===== config.mk =====
export PLATFORM = sky130hd
export DESIGN_NAME = axi_wb_arbiter_flat
export DESIGN_NICKNAME = d
export VERILOG_FILES = /design/src/rtl/axi_wb_arbiter_pkg.sv /design/src/rtl/axi_wb_arbiter_if.sv /design/src/rtl/axi_wb_arbiter_wb_rr_arb2.sv /design/src/rtl/axi_wb_arbiter.sv /design/src/flat_wrapper.sv
export SDC_FILE = /design/constraint.sdc
export NUM_CORES = 1
export LEC_CHECK = 0
export CORE_AREA = 2 2 96 98
export DETAILED_ROUTE_END_ITERATION = 6
export DIE_AREA = 0 0 98 100
export GPL_ROUTABILITY_DRIVEN = 0
export HOLD_SLACK_MARGIN = 0.15
export PLACE_DENSITY = 0.95
export REMOVE_ABC_BUFFERS = 1
export SYNTH_ARGS = -nofsm -noshare
export SYNTH_HDL_FRONTEND = slang
export SYNTH_HIERARCHICAL = 1
export SYNTH_SLANG_ARGS = --single-unit

===== constraint.sdc =====
create_clock -name clk -period 4.6 [get_ports clk]
set_input_delay 1.38 -clock clk [delete_from_list [all_inputs] [get_ports clk]]
set_output_delay 1.38 -clock clk [all_outputs]
set_load 0.005 [all_outputs]

===== src/rtl/axi_wb_arbiter_pkg.sv =====
// Shared definitions for the two-requester AXI write-burst scheduler:
// FSM state encoding and the fixed AXI burst attributes.
package axi_wb_pkg;

    // FSM state encoding (plain constants so older tools can consume it)
    localparam logic [2:0] ST_IDLE  = 3'd0;
    localparam logic [2:0] ST_AW    = 3'd1;
    localparam logic [2:0] ST_RD    = 3'd2;
    localparam logic [2:0] ST_FETCH = 3'd3;
    localparam logic [2:0] ST_W     = 3'd4;
    localparam logic [2:0] ST_B     = 3'd5;

    // Fixed AXI burst attributes: incrementing bursts of 32-bit words
    localparam logic [1:0] AXI_BURST_INCR = 2'b01;
    localparam logic [2:0] AXI_SIZE_4B    = 3'd2;

endpackage


===== src/rtl/axi_wb_arbiter_if.sv =====
// AXI write-channel bundle (AW/W/B) shared by the scheduler and its target.
interface axi_wb_arbiter_if #(
    parameter int ADDR_WIDTH = 16,
    parameter int DATA_WIDTH = 32
);
    logic [ADDR_WIDTH-1:0] awaddr;
    logic [7:0]            awlen;
    logic [2:0]            awsize;
    logic [1:0]            awburst;
    logic                  awvalid;
    logic                  awready;
    logic [DATA_WIDTH-1:0] wdata;
    logic [3:0]            wstrb;
    logic                  wlast;
    logic                  wvalid;
    logic                  wready;
    logic                  bvalid;
    logic                  bready;

    // Scheduler side: drives address/data, receives ready and response
    modport master (
        output awaddr, awlen, awsize, awburst, awvalid,
        output wdata, wstrb, wlast, wvalid,
        output bready,
        input  awready, wready, bvalid
    );

    // Write target side
    modport slave (
        input  awaddr, awlen, awsize, awburst, awvalid,
        input  wdata, wstrb, wlast, wvalid,
        input  bready,
        output awready, wready, bvalid
    );
endinterface


===== src/rtl/axi_wb_arbiter_wb_rr_arb2.sv =====
// Combinational two-way round-robin pick. On a tie the requester that was
// not granted last time wins; a single request is granted directly.
module wb_rr_arb2 (
    input  logic req0_valid,
    input  logic req1_valid,
    input  logic last_grant,
    output logic grant_valid,
    output logic grant_id
);

    // Pick the winner from the current requests and the previous grant
    always_comb begin
        grant_valid = req0_valid | req1_valid;
        grant_id    = 1'b0;
        if (req0_valid && req1_valid) begin
            grant_id = ~last_grant;
        end else if (req1_valid) begin
            grant_id = 1'b1;
        end
    end

endmodule


===== src/rtl/axi_wb_arbiter.sv =====
// Two-requester write-burst scheduler onto one AXI write port. Grants a
// requester round-robin, issues AW, then for each beat pops the granted
// FIFO (RD), captures the word (FETCH) and presents it on W, and finally
// waits for the B response before returning to IDLE.
// DATA_WIDTH must be 32: awsize and wstrb are fixed for 4-byte beats.
module axi_wb_arbiter
    import axi_wb_pkg::*;
#(
    parameter int ADDR_WIDTH = 16,
    parameter int DATA_WIDTH = 32,
    parameter int LEN_WIDTH  = 8
) (
    input  logic                  clk,
    input  logic                  rst,
    input  logic                  req0_valid,
    input  logic [ADDR_WIDTH-1:0] req0_addr,
    input  logic [LEN_WIDTH-1:0]  req0_len,
    output logic                  req0_ready,
    output logic                  req0_done,
    input  logic                  req1_valid,
    input  logic [ADDR_WIDTH-1:0] req1_addr,
    input  logic [LEN_WIDTH-1:0]  req1_len,
    output logic                  req1_ready,
    output logic                  req1_done,
    input  logic                  in0_read_ready,
    output logic                  in0_read_valid,
    input  logic [DATA_WIDTH-1:0] in0_out_data,
    input  logic                  in1_read_ready,
    output logic                  in1_read_valid,
    input  logic [DATA_WIDTH-1:0] in1_out_data,
    axi_wb_arbiter_if.master      s_axi
);

    logic [2:0]            state;
    logic                  last_grant;
    logic                  grant_id;
    logic [ADDR_WIDTH-1:0] addr_reg;
    logic [LEN_WIDTH-1:0]  len_reg;
    logic [LEN_WIDTH-1:0]  beat_cnt;
    logic [DATA_WIDTH-1:0] wdata_reg;

    logic arb_valid;
    logic arb_id;
    logic fifo_ready;
    logic beat_last;
    logic accept;

    wb_rr_arb2 u_arb (
        .req0_valid  (req0_valid),
        .req1_valid  (req1_valid),
        .last_grant  (last_grant),
        .grant_valid (arb_valid),
        .grant_id    (arb_id)
    );

    // Only the granted FIFO's status matters; beat_cnt reaching len_reg ends
    // the burst before the counter could wrap, even for len = all ones.
    assign fifo_ready = grant_id ? in1_read_ready : in0_read_ready;
    assign beat_last  = (beat_cnt == len_reg);
    // rst gates the accept pulse so the ready outputs read 0 during reset
    assign accept     = rst && (state == ST_IDLE) && arb_valid;

    // Burst sequencing FSM with latched descriptor, beat counter and W data
    always_ff @(posedge clk or negedge rst) begin
        if (!rst) begin
            state      <= ST_IDLE;
            last_grant <= 1'b1;
            grant_id   <= 1'b0;
            addr_reg   <= '0;
            len_reg    <= '0;
            beat_cnt   <= '0;
            wdata_reg  <= '0;
        end else begin
            case (state)
                ST_IDLE: begin
                    if (arb_valid) begin
                        grant_id   <= arb_id;
                        last_grant <= arb_id;
                        addr_reg   <= arb_id ? req1_addr : req0_addr;
                        len_reg    <= arb_id ? req1_len : req0_len;
                        beat_cnt   <= '0;
                        state      <= ST_AW;
                    end
                end
                ST_AW: begin
                    if (s_axi.awready) state <= ST_RD;
                end
                ST_RD: begin
                    if (fifo_ready) state <= ST_FETCH;
                end
                ST_FETCH: begin
                    wdata_reg <= grant_id ? in1_out_data : in0_out_data;
                    state     <= ST_W;
                end
                ST_W: begin
                    if (s_axi.wready) begin
                        if (beat_last) begin
                            state <= ST_B;
                        end else begin
                            beat_cnt <= beat_cnt + 1'b1;
                            state    <= ST_RD;
                        end
                    end
                end
                ST_B: begin
                    if (s_axi.bvalid) state <= ST_IDLE;
                end
                default: state <= ST_IDLE;
            endcase
        end
    end

    assign req0_ready = accept && !arb_id;
    assign req1_ready = accept && arb_id;

    assign in0_read_valid = (state == ST_RD) && !grant_id && in0_read_ready;
    assign in1_read_valid = (state == ST_RD) && grant_id && in1_read_ready;

    assign req0_done = (state == ST_B) && s_axi.bvalid && !grant_id;
    assign req1_done = (state == ST_B) && s_axi.bvalid && grant_id;

    assign s_axi.awaddr  = addr_reg;
    assign s_axi.awlen   = 8'(len_reg);
    assign s_axi.awsize  = AXI_SIZE_4B;
    assign s_axi.awburst = AXI_BURST_INCR;
    assign s_axi.awvalid = (state == ST_AW);

    assign s_axi.wvalid  = (state == ST_W);
    assign s_axi.wdata   = wdata_reg;
    assign s_axi.wstrb   = (state == ST_W) ? 4'hF : 4'h0;
    assign s_axi.wlast   = (state == ST_W) && beat_last;

    assign s_axi.bready  = (state == ST_B);

endmodule


===== src/flat_wrapper.sv =====
// flat-port wrapper written by rule: the top's interface ports become plain ports
module axi_wb_arbiter_flat import axi_wb_pkg::*;
#(
    parameter int ADDR_WIDTH = 16,
    parameter int DATA_WIDTH = 32,
    parameter int LEN_WIDTH  = 8
)
  (clk, rst, req0_valid, req0_addr, req0_len, req0_ready, req0_done, req1_valid, req1_addr, req1_len, req1_ready, req1_done, in0_read_ready, in0_read_valid, in0_out_data, in1_read_ready, in1_read_valid, in1_out_data, s_axi_awaddr, s_axi_awlen, s_axi_awsize, s_axi_awburst, s_axi_awvalid, s_axi_wdata, s_axi_wstrb, s_axi_wlast, s_axi_wvalid, s_axi_bready, s_axi_awready, s_axi_wready, s_axi_bvalid);
  axi_wb_arbiter_if #(.ADDR_WIDTH(ADDR_WIDTH), .DATA_WIDTH(DATA_WIDTH)) s_axi_i ();
  input  logic clk;
  input  logic rst;
  input  logic req0_valid;
  input  logic [ADDR_WIDTH-1:0] req0_addr;
  input  logic [LEN_WIDTH-1:0] req0_len;
  output logic req0_ready;
  output logic req0_done;
  input  logic req1_valid;
  input  logic [ADDR_WIDTH-1:0] req1_addr;
  input  logic [LEN_WIDTH-1:0] req1_len;
  output logic req1_ready;
  output logic req1_done;
  input  logic in0_read_ready;
  output logic in0_read_valid;
  input  logic [DATA_WIDTH-1:0] in0_out_data;
  input  logic in1_read_ready;
  output logic in1_read_valid;
  input  logic [DATA_WIDTH-1:0] in1_out_data;
  output wire logic [$bits(s_axi_i.awaddr)-1:0] s_axi_awaddr;
  output wire logic [$bits(s_axi_i.awlen)-1:0] s_axi_awlen;
  output wire logic [$bits(s_axi_i.awsize)-1:0] s_axi_awsize;
  output wire logic [$bits(s_axi_i.awburst)-1:0] s_axi_awburst;
  output wire logic [$bits(s_axi_i.awvalid)-1:0] s_axi_awvalid;
  output wire logic [$bits(s_axi_i.wdata)-1:0] s_axi_wdata;
  output wire logic [$bits(s_axi_i.wstrb)-1:0] s_axi_wstrb;
  output wire logic [$bits(s_axi_i.wlast)-1:0] s_axi_wlast;
  output wire logic [$bits(s_axi_i.wvalid)-1:0] s_axi_wvalid;
  output wire logic [$bits(s_axi_i.bready)-1:0] s_axi_bready;
  input wire logic [$bits(s_axi_i.awready)-1:0] s_axi_awready;
  input wire logic [$bits(s_axi_i.wready)-1:0] s_axi_wready;
  input wire logic [$bits(s_axi_i.bvalid)-1:0] s_axi_bvalid;
  assign s_axi_awaddr = s_axi_i.awaddr;
  assign s_axi_awlen = s_axi_i.awlen;
  assign s_axi_awsize = s_axi_i.awsize;
  assign s_axi_awburst = s_axi_i.awburst;
  assign s_axi_awvalid = s_axi_i.awvalid;
  assign s_axi_wdata = s_axi_i.wdata;
  assign s_axi_wstrb = s_axi_i.wstrb;
  assign s_axi_wlast = s_axi_i.wlast;
  assign s_axi_wvalid = s_axi_i.wvalid;
  assign s_axi_bready = s_axi_i.bready;
  assign s_axi_i.awready = s_axi_awready;
  assign s_axi_i.wready = s_axi_wready;
  assign s_axi_i.bvalid = s_axi_bvalid;
  axi_wb_arbiter #(.ADDR_WIDTH(ADDR_WIDTH), .DATA_WIDTH(DATA_WIDTH), .LEN_WIDTH(LEN_WIDTH)) u_core (.clk(clk), .rst(rst), .req0_valid(req0_valid), .req0_addr(req0_addr), .req0_len(req0_len), .req0_ready(req0_ready), .req0_done(req0_done), .req1_valid(req1_valid), .req1_addr(req1_addr), .req1_len(req1_len), .req1_ready(req1_ready), .req1_done(req1_done), .in0_read_ready(in0_read_ready), .in0_read_valid(in0_read_valid), .in0_out_data(in0_out_data), .in1_read_ready(in1_read_ready), .in1_read_valid(in1_read_valid), .in1_out_data(in1_out_data), .s_axi(s_axi_i));
endmodule

==> flow_summary_export.csv <==
group,metric,value,unit
run_status,status,"complete, no violations",
sta,fmax,225,MHz
flow_run,max_cap_violations,0,
clock_network,clock_path_buffers,2,
clock_network,post_cts_buffers,0,
clock_network,cts_sinks,69,
final_layout,largest_reg_flops,32,
sta,final-max-slew-violation-count,0,
clock_network,ctsResizeCount,0,
sta,setup_ws,0.161,ns
worst_setup_path,crit_chain,"clkdlybuf4s50_1, or2_1, nor4b_4, and3_1, clkdlybuf4s50_1",
die,dieHeight,100,um
global_routing,grt_pass1_wl,16600,um
worst_setup_path,crit_type,"in -> out",
yosys,synthCells,388,
clock_network,cts_tree,"built",
pwr,p_leak,2.41,nW
worst_setup_path,reg2reg_slack,2.31,ns
yosys,synth_fa_ha_area_frac,0.00339,
worst_setup_path,crit_family,"buffers and inverters",
worst_setup_path,cp-start-kind,"input port",
worst_setup_path,cpPeakStageDelay,0.52,ns
pwr,vdd.ir_drop.worst,0.000239,V
worst_hold_path,holdPathStages,2,
clock_network,htree_levels,3,
final_layout,drive_gt1_frac,0.0513,
yosys,synth.distinct_cells,41,
pwr,power.total,3.18,mW
die,core_area,0.00889,mm^2
route,drc,0,
global_routing,grt_pass1_vias,3529,
sta,period_minus_slack,4.44,ns
pwr,cellPowerDensity,548,mW/mm^2
placed_design,hpwl,8090,um
sta,hold_viol,0,
final_layout,stdcell_count,676,
route,vias,3513,
yosys,synthArstFlopShare,1.00,
yosys,synth_top_cell_by_area,"dfrtp_1",
route,drt_pass1_iterations,4,
yosys,netlist_area,0.00369,mm^2
die,io_pins,196,
yosys,ys_ff_latch,69,
worst_setup_path,slowest_stage,"clkdlybuf4s50_1",
clock_network,worstSkewPairLatency,0.35,ns
final_layout,final_cell_area,0.00580,mm^2
die,die_area,0.00980,mm^2
clock_network,clk_pin_slew,0.08,ns
sta,worst_pin_slew,0.693,ns
route,wl_per_cell,15.4,um
final_layout,area_delta_synth_final,57.1,%
global_routing,antenna_found_initial,0,
worst_setup_path,worst-r2r-cell-count,4,
die,dieWidth,98,um
clock_network,cts_root_buf,"clkbuf_8",
global_routing,gr-total-overflow,0,
yosys,yosysWarnings,6,
yosys,synth.area.top_cells,"dfrtp_1, mux2i_1, nand2_1",
yosys,syn_avg_cell_area,9.52,um^2
route,routed_via_density,5.20,
sta,setup_violations,0,
placed_design,dpl_cell_area,0.00560,mm^2
worst_setup_path,r2r-start,"u_core/state[2]",
worst_hold_path,min_to,"u_core/s_axi.wdata[24]",
sta,period_share,0.965,
clock_network,hold_buffers,0,
yosys,synth_mux_area_frac,0.160,
sta,rsz0062_at_grt,"no",
route,ant_nets,0,
worst_setup_path,critPathCaptureType,"output port",
worst_hold_path,worstHoldPathType,"reg -> reg",
worst_hold_path,holdCritStartpoint,"u_core/s_axi.wdata[24]",
route,first_iter_violations,150,
global_routing,grt_max_degree,65,
placed_design,port_buffers,190,
worst_setup_path,crit_required,3.22,ns
sta,skew,0.0122,ns
yosys,synth_top_family_by_area,"multiplexers",
sta,slew_headroom,0.538,
die,initial_utilization,0.415,
global_routing,grtUsageTotal,0.214,
placed_design,place_ws,0.178,ns
yosys,synth-compound-area-share,0.132,
yosys,synth-edff-count,0,
final_layout,finalNetCount,682,
clock_network,cts_buffers,9,
yosys,seq_area_frac_synth,0.468,
worst_setup_path,cpMostUsedCell,"clkdlybuf4s50_1",
yosys,synthFlopType,"dfrtp_1",
worst_setup_path,crit-reg2reg-capture,"u_core/beat_cnt[4]",
die,rows,35,
worst_setup_path,crit_arrival,3.06,ns
yosys,synthXorXnorAreaFrac,0.0190,
placed_design,dpl.cell_count,660,
final_layout,n_antenna_cell,0,
worst_setup_path,path_buf_inv,2,
worst_setup_path,cp_max_fo,5,
yosys,synthSimpleGateAreaFrac,0.152,
route,drt-total-wl,10400,um
sta,whs,0.482,ns
yosys,synth_top_area_frac,0.461,
## metal layers
layer  share of wire  track usage
met4           0.031        0.109
met2            0.54        0.391
met3           0.068       0.0606
met5               0            0
met1            0.37        0.226
## worst reg2reg max path, cell delays in order (launching register included)
cell	delay, ns
dfrtp_1	0.79
mux2i_1	0.25
or3_1	0.59
a2111o_1	0.46
o211ai_1	0.11
## layout by cell type, fill, tap and decap left out, types with 3 or more instances in the layout
master and n:
clkdlybuf4s50_1 189, dfrtp_1 67, mux2i_1 59, nand2_1 54, o21ai_0 37, a21oi_1 30, nor2_1 29, clkbuf_8 9
buf_4 8, xnor2_1 8, inv_1 6, nand4_1 6, nand3_1 6, nor3_1 5, conb_1 5, a2111o_1 4
o211ai_1 4, nand2b_1 3, and4_1 3
## worst max-delay path by stage
stage | start | endpoint | slack [ns] | depth (start not counted)
2_1_floorplan | req1_valid | req1_ready | -0.31 | 2
3_3_place_gp | req0_valid | req1_ready | 0.19 | 5
3_5_place_dp | req0_valid | req1_ready | 0.18 | 5
4_1_cts | req0_valid | req1_ready | 0.16 | 5
5_1_grt | req0_valid | req0_ready | 0.01 | 6
6_report | req0_valid | req1_ready | 0.16 | 5
## stage by stage
| stage | util | TNS [ns] |
|---|---|---|
| 6_report | 0.653 | 0 |
| 5_1_grt | 0.653 | 0 |
| 4_1_cts | 0.653 | 0 |
| 3_5_place_dp | 0.629 | 0 |
| 3_3_place_gp | 0.629 | 0 |
| 2_1_floorplan | - | -0.403 |
## where the power goes
group          total, mW  leakage (nW)  switching (mW)  internal (mW)
registers           1.12         0.829           0.239          0.883
clock network      0.517        0.0984           0.259          0.259
logic               1.54          1.48           0.673          0.869
## cell type report
class | instances | area (um^2)
clock buffers | 9 | 124
clock inverters | 7 | 82.6
fillers | 676 | 3090
inverters | 6 | 22.5
multi-input cells | 277 | 1750
flip-flops and latches | 69 | 1730
well taps | 111 | 139
repair buffers | 197 | 1950
## cells in the mapped netlist (2+ instances only)
library cell / n
dfrtp_1: 68
mux2i_1: 59
nand2_1: 54
o21ai_0: 37
a21oi_1: 30
nor2_1: 29
buf_2: 13
clkbuf_1: 12
buf_4: 9
xnor2_1: 8
inv_1: 6
nand3_1: 6
nand4_1: 6
nor3_1: 5
a2111o_1: 4
o211ai_1: 4
and4_1: 3
buf_1: 3
nand2b_1: 3
a221oi_1: 2
and2_1: 2
and3_1: 2
buf_6: 2
conb_1: 2
or2b_1: 2
or3_1: 2
## kinds of logic after synthesis
kind of cell,count (synthesis)
AOI/OAI and AO/OA,84
adders and majority gates,1
and+or+nand+nor,120
buffers and inverters,45
muxes,59
other,2
xor gates and xnor gates,8
DFF,69
(Power assumes the default switching activity.)
